**src/rtl/seq_det_pkg.sv**
```systemverilog
// Shared types, constants and helpers for the programmable sequence detector.
package seq_det_pkg;

  typedef enum logic {
    IDLE = 1'b0,
    RUN  = 1'b1
  } seq_state_e;

  localparam int unsigned SEQ_MIN_LEN         = 2;
  localparam int unsigned SEQ_DEFAULT_MAX_LEN = 8;

  // A pattern length is usable only when it lies in SEQ_MIN_LEN..max.
  function automatic logic len_legal(input int unsigned len, input int unsigned max);
    return (len >= SEQ_MIN_LEN) && (len <= max);
  endfunction

endpackage

```
**src/rtl/seq_det_cmp.sv**
```systemverilog
// Masked compare of the post-shift history against the loaded pattern;
// only the low `len` bits take part, higher pattern bits are don't-care.
module seq_det_cmp
  import seq_det_pkg::*;
#(
  parameter int unsigned MAX_LEN = SEQ_DEFAULT_MAX_LEN,
  parameter int unsigned LEN_W   = $clog2(MAX_LEN + 1)
) (
  input  logic [MAX_LEN-1:0] hist_next,
  input  logic [MAX_LEN-1:0] pat,
  input  logic [LEN_W-1:0]   len,
  output logic               match
);

  logic [MAX_LEN-1:0] mask;

  // NOTE: every bit of a combinational output is given a value before any
  // conditional logic, so no path can leave it unassigned and infer a latch.
  always_comb begin
    mask = '0;
    for (int unsigned i = 0; i < MAX_LEN; i++) begin
      mask[i] = (LEN_W'(i) < len);
    end
  end

  assign match = (((hist_next ^ pat) & mask) == '0);

endmodule

```
**src/rtl/seq_detector_prog.sv**
```systemverilog
// Runtime-programmable serial sequence detector with overlap control.
// Define SEQ_DET_MATCH_COUNT_EN to build the saturating match counter.
module seq_detector_prog
  import seq_det_pkg::*;
#(
  parameter int unsigned MAX_LEN = SEQ_DEFAULT_MAX_LEN,
  parameter int unsigned LEN_W   = $clog2(MAX_LEN + 1),
  parameter int unsigned CNT_W   = 16
) (
  input  logic               clock,
  input  logic               reset,
  input  logic               seq_in,
  input  logic               seq_valid,
  input  logic               load,
  input  logic [MAX_LEN-1:0] pat_in,
  input  logic [LEN_W-1:0]   len_in,
  input  logic               overlap,
  output logic               seq_out,
  output logic               armed,
  output logic [CNT_W-1:0]   match_count
);

  localparam logic [LEN_W-1:0] FILL_MAX = LEN_W'(MAX_LEN);

  seq_state_e         state_q, state_d;
  logic [MAX_LEN-1:0] pat_q, pat_d;
  logic [LEN_W-1:0]   len_q, len_d;
  logic [MAX_LEN-1:0] hist_q, hist_d;
  logic [LEN_W-1:0]   fill_q, fill_d;
  logic               seq_out_q, seq_out_d;

  logic [MAX_LEN-1:0] hist_next;
  logic [LEN_W-1:0]   fill_next;
  logic               cmp_hit;

  // Oldest bit falls off the top; fill stops counting once the window is full.
  assign hist_next = (hist_q << 1) | MAX_LEN'(seq_in);
  assign fill_next = (fill_q == FILL_MAX) ? fill_q : fill_q + LEN_W'(1);

  seq_det_cmp #(
    .MAX_LEN (MAX_LEN),
    .LEN_W   (LEN_W)
  ) u_cmp (
    .hist_next (hist_next),
    .pat       (pat_q),
    .len       (len_q),
    .match     (cmp_hit)
  );

  always_comb begin
    state_d   = state_q;
    pat_d     = pat_q;
    len_d     = len_q;
    hist_d    = hist_q;
    fill_d    = fill_q;
    seq_out_d = 1'b0;

    // A load restarts the search and swallows any bit or match on the same edge.
    if (load) begin
      pat_d   = pat_in;
      len_d   = len_in;
      hist_d  = '0;
      fill_d  = '0;
      state_d = len_legal(32'(len_in), MAX_LEN) ? RUN : IDLE;
    end else if ((state_q == RUN) && seq_valid) begin
      hist_d = hist_next;
      fill_d = fill_next;
      if ((fill_next >= len_q) && cmp_hit) begin
        seq_out_d = 1'b1;
        if (!overlap) begin
          fill_d = '0;
        end
      end
    end
  end

  // NOTE: state registers use non-blocking assignments so every flop samples
  // the pre-edge values, independent of statement order.
  always_ff @(posedge clock) begin
    if (reset) begin
      state_q   <= IDLE;
      pat_q     <= '0;
      len_q     <= '0;
      hist_q    <= '0;
      fill_q    <= '0;
      seq_out_q <= 1'b0;
    end else begin
      state_q   <= state_d;
      pat_q     <= pat_d;
      len_q     <= len_d;
      hist_q    <= hist_d;
      fill_q    <= fill_d;
      seq_out_q <= seq_out_d;
    end
  end

  assign seq_out = seq_out_q;
  assign armed   = (state_q == RUN);

`ifdef SEQ_DET_MATCH_COUNT_EN
  logic [CNT_W-1:0] cnt_q, cnt_d;

  always_comb begin
    cnt_d = cnt_q;
    if (load) begin
      cnt_d = '0;
    end else if (seq_out_d && (cnt_q != {CNT_W{1'b1}})) begin
      cnt_d = cnt_q + CNT_W'(1);
    end
  end

  always_ff @(posedge clock) begin
    if (reset) begin
      cnt_q <= '0;
    end else begin
      cnt_q <= cnt_d;
    end
  end

  assign match_count = cnt_q;
`else
  assign match_count = '0;
`endif

endmodule

```
**config.mk**
```make
export PLATFORM = sky130hd
export DESIGN_NAME = seq_detector_prog
export DESIGN_NICKNAME = d
export VERILOG_FILES = /design/src/rtl/seq_det_pkg.sv /design/src/rtl/seq_det_cmp.sv /design/src/rtl/seq_detector_prog.sv
export SDC_FILE = /design/constraint.sdc
export NUM_CORES = 1
export LEC_CHECK = 0
export CAP_MARGIN = 10
export CELL_PAD_IN_SITES_DETAIL_PLACEMENT = 0
export CELL_PAD_IN_SITES_GLOBAL_PLACEMENT = 1
export CORE_AREA = 3 3 72 74
export CTS_CLUSTER_SIZE = 14
export DETAILED_ROUTE_END_ITERATION = 8
export DIE_AREA = 0 0 75 77
export PLACE_DENSITY = 0.7
export SYNTH_ARGS = -nofsm -noshare
export SYNTH_HDL_FRONTEND = slang
export SYNTH_HIERARCHICAL = 1
export SYNTH_SLANG_ARGS = --single-unit
export TNS_END_PERCENT = 5
```
**constraint.sdc**
```tcl
create_clock -name clock -period 4.5 [get_ports clock]
set_input_delay 0.9 -clock clock [delete_from_list [all_inputs] [get_ports clock]]
set_output_delay 0.9 -clock clock [all_outputs]
set_load 0.1 [all_outputs]
```
==> results by group <==
Status
  – Status: finished, final reports clean

Cells and area
  – Nets@finish: 202
  – Fin cells: 231
  – Synthesis-to-layout area growth: 15.00%
  – Ant diodes: 0
  – Core Util, Final: 34.17%
  – Share of cells above drive strength 1: 2.825%

Power and ir drop
  – Overall power: 0.4918 mW
  – PD cells: 308.8 nW/um2
  – Cell-internal power: 0.3246 mW
  – Switching power: 0.1673 mW
  – Clk pwr share: 26.4%
  – Sw frac: 34.01%
  – Max IR drop VDD: 0.0001162 V
  – Sequential Power Share: 48.2%
  – Pleak: 0.6668 nW
  – Combinational power share: 25.5%

Clock tree
  – Clock buffer depth: 2
  – CTS tree: built
  – TritonCTS buffer count: 3
  – CTS resizes: 0
  – Post-CTS Hold Fix Bufs: 0
  – Clk_lat worst skew: 0.26 ns
  – Clock transition at path regs: 0.08 ns
  – Htree depth: 1
  – Post CTS Setup Buffer Count: 0
  – CTS root buf: clkbuf_8
  – Num Clock Sinks: 25

STA
  – Final worst slack: 1.787 ns
  – RSZ-0062 raised after global routing: no
  – Worst Max-Slew Pin Slew: 0.9639 ns
  – Period utilisation layout: 60.29%
  – Final setup vio count: 0
  – Worst Skew: 0.003398 ns
  – Min Clock Period, post-route: 2.713 ns
  – Max-slew violation total from the final report: 0
  – Final Hold Viols: 0
  – Setup TNS: 0 ns
  – Max-slew headroom: 35.54%
  – Max Fclk: 368.6 MHz

Die
  – Core region area: 4661 um2
  – Die X-Extent: 75 um
  – I/O Pins: 36
  – Initial core utilization: 29.72%
  – Die Ht: 77 um
  – Die ar.: 5775 um2
  – Row cnt: 25

Global routing
  – M2 GR Usage: 16.99%
  – Initial antenna violation count: 0
  – Grt total ovfl: 0
  – GR peak layer: met2
  – First-pass GRT wire length: 4.464 mm
  – GRT Total Usage: 9.731%
  – Vias in the first global route: 1021
  – Met3 Usage GRT: 1.704%
  – Pin count of the biggest net entering global routing: 17
  – Met1 Use GR: 11.75%

Detailed routing
  – Number of DRC markers in iteration 0: 16
  – DR WL/cell: 11.74 um
  – Routed wire length: 2.713 mm
  – Via count: 1062
  – DRC Markers: 0
  – Antenna Nets Post-Route: 0
  – Drt first pass iters: 4
  – Via density: 4.597

Yosys
  – Synth Register Bits: 25
  – Mapped cell area: 1385 um2
  – Post-synth EDFFs: 0
  – Synth Area per Inst: 8.657 um2
  – Yosys Warn Count: 6
  – Synth async-reset ratio: 0%
  – Register area share after synthesis: 36.13%
  – Post-Synthesis Cells: 160
  – Post-synth cell types: 35
  – Top_reg_cell synth: dfxtp_1

Setup path
  – Worst Setup Start Kind: flop
  – CP bufs+invs: 1
  – Top delay family on crit path: buffers and inverters
  – R2r setup slk: 2.28 ns
  – Worst-path maximum fanout: 4
  – Crit end category: output pin
  – Required time worst endpoint: 3.60 ns
  – Cell Chain, Critical Path: clkdlybuf4s50_1
  – WS Path Type: flop to output pin
  – Max stage delay on crit path: 1.15 ns
  – Slowest-stage cell, CP: clkdlybuf4s50_1
  – WP data arrival: 1.81 ns

Place
  – Pre-CTS WS: 1.870 ns
  – Port Buffers: 19
  – Placed insts: 227
  – GP Congestion: 0.8100
  – Post-DP HPWL: 2.079 mm

Hold path
  – Worst Hold Class: flop to flop

Job
  – Max_cap viols: 0
## power groups by stage
| stage | sequential, mW | clock (mW) | combinational [mW] |
|---|---|---|---|
| after floorplan | 0.245 | 0 | 0.108 |
| after global routing | 0.238 | 0.140 | 0.135 |
| after global placement | 0.242 | 0 | 0.125 |
| after detailed placement | 0.242 | 0 | 0.125 |
| after CTS | 0.237 | 0.135 | 0.126 |
| final | 0.237 | 0.130 | 0.125 |
## metrics by stage
step / area (um2) / hold WS [ns]
floorplan: 1441 / 0.4461
global placement: 1548 / 0.4826
detailed placement: 1548 / 0.4717
CTS: 1593 / 0.4839
global route: 1593 / 0.4976
finish: 1593 / 0.4815
## layout by cell type (no fill, tap or decap), types with 2 or more instances in the layout
cell	count
a21oi_1	10
a32o_1	3
clkbuf_8	3
clkdlybuf4s50_1	19
conb_1	16
dfxtp_1	25
ha_1	6
inv_1	7
mux2i_1	12
nand2_1	17
nand3_1	3
nor2_1	19
o211ai_1	3
o21ai_0	4
o21ai_1	2
o41ai_1	2
xnor2_1	2
xor2_1	8
## final cells by class
| type | count | area (um2) |
|---|---|---|
| well taps | 54 | 67.56 |
| flip-flops and latches | 25 | 500.5 |
| fillers | 478 | 3068 |
| repair buffers | 20 | 197.7 |
| multi-input cells | 121 | 755.7 |
| clock buffers | 4 | 45.04 |
| inverters | 7 | 26.28 |
## state kept, by name (all words and copies together) (netlist names)
| signal | cells |
|---|---|
| pat_q | 8 |
| armed | 1 |
| fill_q | 4 |
| hist_q | 7 |
| seq_out | 1 |
| len_q | 4 |
## kinds of logic after synthesis
logic type | count (synthesis) | share of synthesized area, %
xor gates and xnor gates | 10 | 6.324
DFF | 25 | 36.13
other | 1 | 0.2707
and+or+nand+nor | 48 | 15.36
buffers and inverters | 29 | 13.37
adders and majority gates | 6 | 5.420
muxes | 12 | 8.672
AOI/OAI and AO/OA | 29 | 14.45
## Yosys cell counts, types with 2 or more instances
| library cell | count | area (um2) |
|---|---|---|
| dfxtp_1 | 25 | 500.5 |
| o21ai_0 | 4 | 20.02 |
| nand2_1 | 17 | 63.81 |
| nand3_1 | 3 | 15.01 |
| buf_4 | 16 | 120.1 |
| nor2_1 | 19 | 71.32 |
| buf_6 | 2 | 22.52 |
| clkbuf_1 | 2 | 7.510 |
| mux2i_1 | 12 | 120.1 |
| o21ai_1 | 2 | 10.01 |
| xor2_1 | 8 | 70.07 |
| a21oi_1 | 10 | 50.05 |
| xnor2_1 | 2 | 17.52 |
| inv_1 | 7 | 26.28 |
| a32o_1 | 3 | 30.03 |
| ha_1 | 6 | 75.07 |
| o41ai_1 | 2 | 17.52 |
| o211ai_1 | 3 | 22.52 |
## routing by layer
| layer | vias up | routed length (um) |
|---|---|---|
| met3 | 2 | 81 |
| met5 | - | 0 |
| met2 | 20 | 1386 |
| li1 | 547 | - |
| met1 | 493 | 1231 |
| met4 | 0 | 13 |
## path summary, 6_finish.rpt
kind,start,to,cells past startpoint
max,armed,armed,1
min reg2reg,hist_q[6],hist_q[6],2
min,hist_q[6],hist_q[6],2
max reg2reg,fill_q[0],fill_q[1],10
(Power assumes the default switching activity.)
